$ cat src/rtl/bounce_pkg.sv
// Shared types and constants for the colour-bounce frame sequencer.
// State encoding, updater command codes and sprite size default.
package bounce_pkg;

    typedef enum logic [2:0] {
        IDLE   = 3'd0,
        DRAW   = 3'd1,
        WAIT   = 3'd2,
        ERASE  = 3'd3,
        UPDATE = 3'd4,
        SETTLE = 3'd5,
        CHECK  = 3'd6,
        OVER   = 3'd7
    } state_e;

    localparam logic [1:0] SIG_IDLE   = 2'b00;
    localparam logic [1:0] SIG_ERASE  = 2'b01;
    localparam logic [1:0] SIG_DRAW   = 2'b10;
    localparam logic [1:0] SIG_UPDATE = 2'b11;

    localparam int BALL_DIM_DEFAULT = 4;

endpackage

$ cat src/rtl/bounce_frame_sequencer_tick.sv
// Free-running frame counter with enable, freeze and synchronous clear.
// wrap is a 1-cycle pulse on the last count of each frame.
module frame_tick_gen #(
    parameter int FRAME_TICKS = 833333
) (
    input  logic clk,
    input  logic reset,
    input  logic en,
    input  logic freeze,
    input  logic clear,
    output logic wrap
);

    localparam int CW = (FRAME_TICKS > 1) ? $clog2(FRAME_TICKS) : 1;
    localparam logic [CW-1:0] LAST = CW'(FRAME_TICKS - 1);

    logic [CW-1:0] cnt_q, cnt_d;

    always_comb begin
        wrap  = en && !freeze && !clear && (cnt_q == LAST);
        cnt_d = cnt_q;
        if (clear) begin
            cnt_d = '0;
        end else if (en && !freeze) begin
            cnt_d = wrap ? '0 : cnt_q + 1'b1;
        end
    end

    always_ff @(posedge clk) begin
        if (reset) cnt_q <= '0;
        else       cnt_q <= cnt_d;
    end

endmodule

$ cat src/rtl/bounce_frame_sequencer.sv
// Frame-level controller: erase, update, check, draw, then wait for the next tick.
// Define BOUNCE_PAUSE_EN to let pause_sw hold the sequencer in WAIT.
module bounce_frame_sequencer
    import bounce_pkg::*;
#(
    parameter int FRAME_TICKS = 833333,
    parameter int BALL_DIM    = BALL_DIM_DEFAULT
) (
    input  logic       clk,
    input  logic       reset,
    input  logic       start,
    input  logic       pause_sw,
    input  logic       gameover,
    output logic [1:0] statesig,
    output logic       plot,
    output logic       erase,
    output logic [1:0] px_off,
    output logic [1:0] py_off,
    output logic       game_active,
    output logic       game_over,
    output logic [7:0] frame_miss
);

    localparam logic [1:0] LAST_OFF = 2'(BALL_DIM - 1);

    state_e     state_q, state_d;
    logic [1:0] px_q, px_d, py_q, py_d;
    logic       pending_q, pending_d;
    logic [7:0] miss_q, miss_d;
    logic [1:0] sig_q, sig_d;
    logic       plot_q, plot_d;
    logic       erase_q, erase_d;
    logic       active_q, active_d;
    logic       over_q, over_d;
    logic       clear, leave_wait, wrap, pause_hold;

`ifdef BOUNCE_PAUSE_EN
    assign pause_hold = (state_q == WAIT) && pause_sw;
`else
    logic unused_pause;
    assign unused_pause = pause_sw;
    assign pause_hold   = 1'b0;
`endif

    frame_tick_gen #(
        .FRAME_TICKS(FRAME_TICKS)
    ) u_tick (
        .clk   (clk),
        .reset (reset),
        .en    (active_q),
        .freeze(pause_hold),
        .clear (clear),
        .wrap  (wrap)
    );

    always_comb begin
        state_d    = state_q;
        px_d       = 2'd0;
        py_d       = 2'd0;
        clear      = 1'b0;
        leave_wait = 1'b0;
        unique case (state_q)
            IDLE, OVER: begin
                if (start) begin
                    state_d = DRAW;
                    clear   = 1'b1;
                end
            end
            DRAW, ERASE: begin
                if (px_q == LAST_OFF) begin
                    if (py_q == LAST_OFF) begin
                        state_d = (state_q == DRAW) ? WAIT : UPDATE;
                    end else begin
                        py_d = py_q + 2'd1;
                    end
                end else begin
                    px_d = px_q + 2'd1;
                    py_d = py_q;
                end
            end
            WAIT: begin
                if (!pause_hold && pending_q) begin
                    state_d    = ERASE;
                    leave_wait = 1'b1;
                end
            end
            UPDATE:  state_d = SETTLE;
            SETTLE:  state_d = CHECK;
            CHECK:   state_d = gameover ? OVER : DRAW;
            default: state_d = IDLE;
        endcase
    end

    // A wrap that lands while the previous tick is unconsumed is a dropped frame.
    always_comb begin
        pending_d = pending_q;
        miss_d    = miss_q;
        if (leave_wait) pending_d = 1'b0;
        if (wrap) begin
            if (pending_q && !leave_wait && miss_q != 8'hFF) begin
                miss_d = miss_q + 8'd1;
            end
            pending_d = 1'b1;
        end
        if (clear) pending_d = 1'b0;
    end

    always_comb begin
        sig_d    = SIG_IDLE;
        plot_d   = 1'b0;
        erase_d  = 1'b0;
        active_d = (state_d != IDLE) && (state_d != OVER);
        over_d   = (state_d == OVER);
        unique case (state_d)
            ERASE: begin
                sig_d   = SIG_ERASE;
                plot_d  = 1'b1;
                erase_d = 1'b1;
            end
            DRAW: begin
                sig_d  = SIG_DRAW;
                plot_d = 1'b1;
            end
            UPDATE:  sig_d = SIG_UPDATE;
            default: sig_d = SIG_IDLE;
        endcase
    end

    always_ff @(posedge clk) begin
        if (reset) begin
            state_q   <= IDLE;
            px_q      <= 2'd0;
            py_q      <= 2'd0;
            pending_q <= 1'b0;
            miss_q    <= 8'd0;
            sig_q     <= SIG_IDLE;
            plot_q    <= 1'b0;
            erase_q   <= 1'b0;
            active_q  <= 1'b0;
            over_q    <= 1'b0;
        end else begin
            state_q   <= state_d;
            px_q      <= px_d;
            py_q      <= py_d;
            pending_q <= pending_d;
            miss_q    <= miss_d;
            sig_q     <= sig_d;
            plot_q    <= plot_d;
            erase_q   <= erase_d;
            active_q  <= active_d;
            over_q    <= over_d;
        end
    end

    assign statesig    = sig_q;
    assign plot        = plot_q;
    assign erase       = erase_q;
    assign px_off      = px_q;
    assign py_off      = py_q;
    assign game_active = active_q;
    assign game_over   = over_q;
    assign frame_miss  = miss_q;

endmodule

$ cat config.mk
export PLATFORM = sky130hd
export DESIGN_NAME = bounce_frame_sequencer
export DESIGN_NICKNAME = d
export VERILOG_FILES = /design/src/rtl/bounce_pkg.sv /design/src/rtl/bounce_frame_sequencer_tick.sv /design/src/rtl/bounce_frame_sequencer.sv
export SDC_FILE = /design/constraint.sdc
export NUM_CORES = 1
export LEC_CHECK = 0
export BUFFER_PORTS_ARGS = -buffer_cell sky130_fd_sc_hd__buf_2
export CAP_MARGIN = 10
export CORE_MARGIN = 8
export CORE_UTILIZATION = 45
export CTS_CLUSTER_SIZE = 14
export DETAILED_ROUTE_END_ITERATION = 6
export PLACE_DENSITY_LB_ADDON = 0.3
export REMOVE_ABC_BUFFERS = 1
export SYNTH_ARGS = -nofsm -noshare
export SYNTH_HDL_FRONTEND = slang
export SYNTH_SLANG_ARGS = --single-unit
$ cat constraint.sdc
create_clock -name clk -period 3.1 [get_ports clk]
set_clock_uncertainty 0.1 [all_clocks]
set_input_delay 0.155 -clock clk [delete_from_list [all_inputs] [get_ports clk]]
set_output_delay 0.155 -clock clk [all_outputs]
set_load 0.02 [all_outputs]
* Word-level counts from Yosys, hierarchy flattened
Cells that the tools add are included.
** Word-level totals
- Register bits after elaboration :: 42
- Input port bits :: 5
- Output and inout bits :: 18
- Logic and storage cells :: 67
** Operators by class
- Add/subtract/negate cells :: 4
- Equal/unequal tests :: 16
- Multiplexer cells :: 18
- Bitwise operators :: 1
- Reductions and logical operators :: 17
** Operators by type and width (number)
- $add 20x1->20 const B :: 1
- $eq 20x20->1 const B :: 1
- $mux 20 :: 1
- $eq 3x3->1 const B :: 6
- $mux 3 :: 6
- $pmux 3 s6 :: 1
- $reduce_or 2->1 :: 5
- $eq 3x2->1 const B :: 3
- $add 8x1->8 const B :: 1
- $mux 1 :: 8
- $ne 8x8->1 const B :: 1
- $eq 3x1->1 const B :: 2
- $pmux 2 s3 :: 1
- $logic_and 1x1->1 :: 5
- $add 2x1->2 const B :: 2
- $eq 2x2->1 const B :: 2
- $logic_not 3->1 :: 1
- $ne 3x3->1 const B :: 1
- $reduce_bool 3->1 :: 1
- $reduce_or 3->1 :: 1
- $logic_not 1->1 :: 2
- $mux 2 :: 1
- $reduce_and 2->1 :: 1
- $reduce_bool 2->1 :: 1
- $not 1->1 :: 1

* Longest topological paths before layout
- Depth in word-level cells :: 8
- Gate-level depth with buffers :: 8
- Depth with buffers taken out :: 7

* Hierarchy
A second synthesis with hierarchy kept.
** Second synthesis, totals
- Cell total of the unflattened synthesis :: 240
- Area total of the unflattened synthesis :: 2175.8 um2
** By module, submodules not included
- bounce_frame_sequencer :: instances 1, cells each 115, area each 1101.1 um2, seq. area each 440.4 um2
- frame_tick_gen :: instances 1, cells each 125, area each 1074.8 um2, seq. area each 400.4 um2

* Worst setup path before layout
OpenSTA, ideal clock, no wires.
- Path kind :: register to register
- From :: register active_q (netlist: game_active)
- To :: register u_tick.cnt_q[10]
- Library setup time :: 0.128 ns
- Data arrival time :: 1.771 ns
- Required time :: 2.872 ns
- Path slack :: 1.101 ns
- Cell stages (with the launch flop) :: 9
- Path buffers :: 3
- Period minus slack after synthesis :: 1.999 ns
- Cell sequence :: dfxtp_1 clkbuf_1 nand2_1 nor3_1 nand4b_1 nand2b_1 clkbuf_1 clkbuf_1 nor2_1
** Between the ends
- Cells in the longest elaborated chain, start to end :: 3
** RTL lines
- start: declaration :: line bounce_frame_sequencer.sv:33 : logic active_q, active_d;
- start signal: assignment :: line bounce_frame_sequencer.sv:150 : active_q <= active_d;
- $logic_and 1x1->1 (2 in series) :: line bounce_frame_sequencer_tick.sv:20 : wrap = en && !freeze && !clear && (cnt_q == LAST);
- $mux 20 :: line bounce_frame_sequencer_tick.sv:25 : cnt_d = wrap ? '0 : cnt_q + 1'b1;
- end signal: assignment :: line bounce_frame_sequencer_tick.sv:31 : else cnt_q <= cnt_d;
- end: declaration :: line bounce_frame_sequencer_tick.sv:17 : logic [CW-1:0] cnt_q, cnt_d;
Several ways; a longest one is shown, not always the timed one.
A chain may end at the register's enable or synchronous reset.

* Worst setup path after layout
- From :: register u_tick.cnt_q[6]
- To :: register miss_q[4] (netlist: frame_miss[4])
** Between the ends
- Cells in the longest elaborated chain, start to end :: 3
** RTL lines
- $eq 20x20->1 :: line bounce_frame_sequencer_tick.sv:20
- $logic_and 1x1->1 :: line bounce_frame_sequencer_tick.sv:20
- $reduce_and 2->1 (no source line)
- end signal: assignment :: line bounce_frame_sequencer.sv:146 : miss_q <= miss_d;
- end: declaration :: line bounce_frame_sequencer.sv:29 : logic [7:0] miss_q, miss_d;
Every way passes these cells.

==> summary.txt <==
Logic synthesis
  – Commonest register cell after synthesis: dfxtp_1
  – Sequential cell area fraction in the yosys report: 42.0%
  – Xor and xnor area share after synthesis: 8.31%
  – Post-synthesis cell type count: 42
  – Adder and majority gate portion of the synthesized area: 3.13%
  – Biggest area consumer among synthesized cells: dfxtp_1
  – Fraction of synthesized cell area taken by the top area cell type: 42.0%
  – Async set-reset flop share out of synthesis: 0%
  – Average cell area after synthesis: 8.17 sq um
  – Cells after Synth: 245
  – Synthesized-area fraction occupied by ao, oa, aoi and oai cells: 9.00%
  – Dominant combinational cell family by area after synthesis: simple AND/OR/NAND/NOR gates
  – Number of enable-type register cells in the synthesized netlist: 0
  – YS warnings: 0
  – Cell area after synthesis: 2000 sq um
  – Top cells by area in the synthesized netlist: dfxtp_1 42%, nor2_1 6.9%, xnor2_1 4.4%, nand2_1 4.1%, xor2_1 3.9%
  – Number of storage elements in the synthesis netlist: 42
  – Proportion of synthesized area in mux cells: 1.50%
  – Simple-gate share of the synthesized area: 32.1%

Timing
  – Number of max-slew violations in the final report: 0
  – Worst hold margin: 101 ps
  – Final TNS setup: 0 ps
  – Final period utilization: 72.4%
  – Max-Slew Margin vs Limit: 56.2%
  – Worst-case setup margin in the final layout: 857 ps
  – Setup repair after global routing missed its margin: false
  – Final hold vios: 0
  – Worst Tran Pin Value: 657 ps
  – Setup violators final: 0
  – Final min period: 2240 ps
  – Fmax: 446 MHz

Place
  – Half-perimeter wire length of the detailed placement result: 2730 um
  – Pre-CTS setup slack: 887 ps
  – Port bufs: 21
  – Final Wtd Congestion: 0.841

Power
  – Power density of the placed cells: 423 nW/um^2
  – Standby leakage power: 0.000791 uW
  – Worst supply voltage drop on vdd: 0.000236 V

Worst setup path
  – Reg-to-reg startpoint: u_tick.cnt_q[6]
  – Count of cells along the worst register-to-register path: 5
  – CP startpoint kind: flip-flop
  – Slack of the worst reg-to-reg path: 860 ps
  – Worst-path fanout max: 12
  – Capture instance of the worst register-to-register path: frame_miss[4]
  – Worst Path Arrival: 2370 ps
  – Path type of the worst setup path: flip-flop to flip-flop
  – Crit path required time: 3230 ps
  – Worst Setup End Kind: flip-flop

Clock tree
  – Number of buffers inserted by post-CTS setup repair: 0
  – Clock Tree Root: clkbuf_8
  – CTS clk-pin slew, worst paths: 80 ps
  – Hold_buf cts: 0
  – Resized Gates After CTS: 0
  – Clock tree from TritonCTS: built
  – Total CTS buffers: 5
  – Maximum clock insertion buffer count: 2
  – Insertion delay of the later-clocked pin in the worst-skew pair: 290 ps
  – Clock Sinks: 42
  – CTS H-Tree Depth: 2

Min path
  – Hold Crit Start: gameover
  – Number of instances on the worst hold path: 3
  – Min-delay worst type: input port to flip-flop
  – Hold EP: state_q[1]

GRT
  – Global-route wire length before repair: 6680 um
  – Number of antenna violations at the first check in global routing: 0
  – Total overflow reported by the global router: 0
  – Largest net degree at the start of global routing: 19
  – Vias in the first global route: 1501
  – Overall routing resource usage: 12.3%

Floorplanning
  – Die height: 82.7 um
  – Initial Util: 46.3%
  – Standard-cell rows: 24
  – Die Outline Area: 6840 sq um
  – I/O Pins: 23
  – Floorplan core area: 4320 sq um
  – Width of the die: 82.7 um

Final layout
  – Core utilization of the finished layout: 51.2%
  – Antenna fix cells: 0
  – Fraction of layout instances using a drive strength above 1: 12.5%
  – Sequential Area: 841 sq um
  – Number of inserted filler cells in the final layout: 430
  – Area growth from synthesis to layout: 10.5%
  – Area of combinational cells with multiple inputs: 1080 sq um
  – Final Net Count: 272

Drt
  – DR DRC count: 0
  – Drt first-iter violations: 49
  – Drt total wl: 3770 um
  – Total routed wire length on the met1 layer: 1900 um
  – Initial DRT Pass Iterations: 4
  – Average wire per standard cell: 12.0 um
  – Met2 wirelength from detailed routing: 1620 um
  – Uppermost routed layer: met4
  – Vias after detailed routing: 1673
  – Wire length on met3: 176 um
  – Remaining antenna violation count: 0
  – Via density per instance: 5.31

Job
  – Max Cap Viol: 0

Outcome
  – Result of the run: finished clean
==> synthesized netlist by cell type (3+ instances only) <==
| cell type | number |
|---|---|
| a21oi_1 | 15 |
| and3_1 | 5 |
| clkbuf_1 | 8 |
| dfxtp_1 | 42 |
| ha_1 | 5 |
| inv_1 | 7 |
| mux2i_1 | 3 |
| nand2_1 | 22 |
| nand2b_1 | 5 |
| nand3_1 | 12 |
| nand4_1 | 11 |
| nor2_1 | 37 |
| nor3_1 | 8 |
| nor4_1 | 3 |
| o21ai_0 | 9 |
| or3_1 | 7 |
| xnor2_1 | 10 |
| xor2_1 | 9 |
==> layout by cell type (no fill, tap or decap), types with 9 or more instances in the layout <==
cell	synthesis	final
xor2_1	9	9
nand3_1	12	12
nand4_1	11	11
o21ai_0	9	9
dfxtp_1	42	42
nand2_1	22	22
nor2_1	37	37
buf_2	1	21
xnor2_1	10	10
a21oi_1	15	15
==> metal layers <==
layer	vias to the layer above	global-route usage, %
li1	891	-
met4	0	6.38
met1	753	15.8
met2	22	17.9
met5	-	0
met3	7	3.79
==> per-stage QoR <==
step | cells | power (uW) | cell area [sq um]
floorplan | 234 | 588 | 1950
global placement | 307 | 603 | 2120
detailed placement | 307 | 604 | 2120
CTS | 315 | 953 | 2210
global route | 315 | 983 | 2210
finish | 315 | 936 | 2210
==> kinds of logic (layout without fill, tap and decap cells) <==
kind of cell	count (synthesis)	after routing
DFF	42	42
xor gates and xnor gates	19	19
and+or+nand+nor	125	125
adders and majority gates	5	5
muxes	3	3
buffers and inverters	19	37
AOI/OAI and AO/OA	32	32
==> area by class of cell <==
| cell class | count | share of cell area, % |
|---|---|---|
| Tap cell | 52 | 2.94 |
| Clock buffer | 5 | 3.11 |
| Timing Repair Buffer | 21 | 4.75 |
| Clock inverter | 3 | 0.962 |
| Sequential cell | 42 | 38.0 |
| Multi-Input combinational cell | 184 | 48.9 |
| Inverter | 8 | 1.36 |
==> flip-flops by register name (all words and copies together) (netlist names) <==
name,cells
erase,1
statesig,2
game_active,1
px_off,2
game_over,1
u_tick.cnt_q,20
py_off,2
frame_miss,8
plot,1
state_q,3
pending_q,1
==> power by group <==
| part | switching, uW | total (uW) | internal, uW |
|---|---|---|---|
| logic | 25.7 | 37.9 | 12.2 |
| clock network | 188 | 346 | 158 |
| registers | 7.67 | 553 | 545 |
==> worst max-delay path, cell delays in order, from the launching register on <==
cell and delay, ps:
dfxtp_1 380, or4_4 560, nor4_2 170, nand4_1 370, or3_1 460, a21oi_1 140
==> worst max-delay path by stage <==
stage	slack (ps)	cells after the start	from	endpoint
6_report	860	5	u_tick.cnt_q[6]	frame_miss[4]
3_5_place_dp	890	5	u_tick.cnt_q[6]	frame_miss[5]
4_1_cts	870	5	u_tick.cnt_q[6]	frame_miss[4]
5_1_grt	700	5	u_tick.cnt_q[6]	frame_miss[5]
3_3_place_gp	910	5	u_tick.cnt_q[6]	frame_miss[4]
2_1_floorplan	1120	5	u_tick.cnt_q[6]	frame_miss[4]
(Power assumes the default switching activity.)
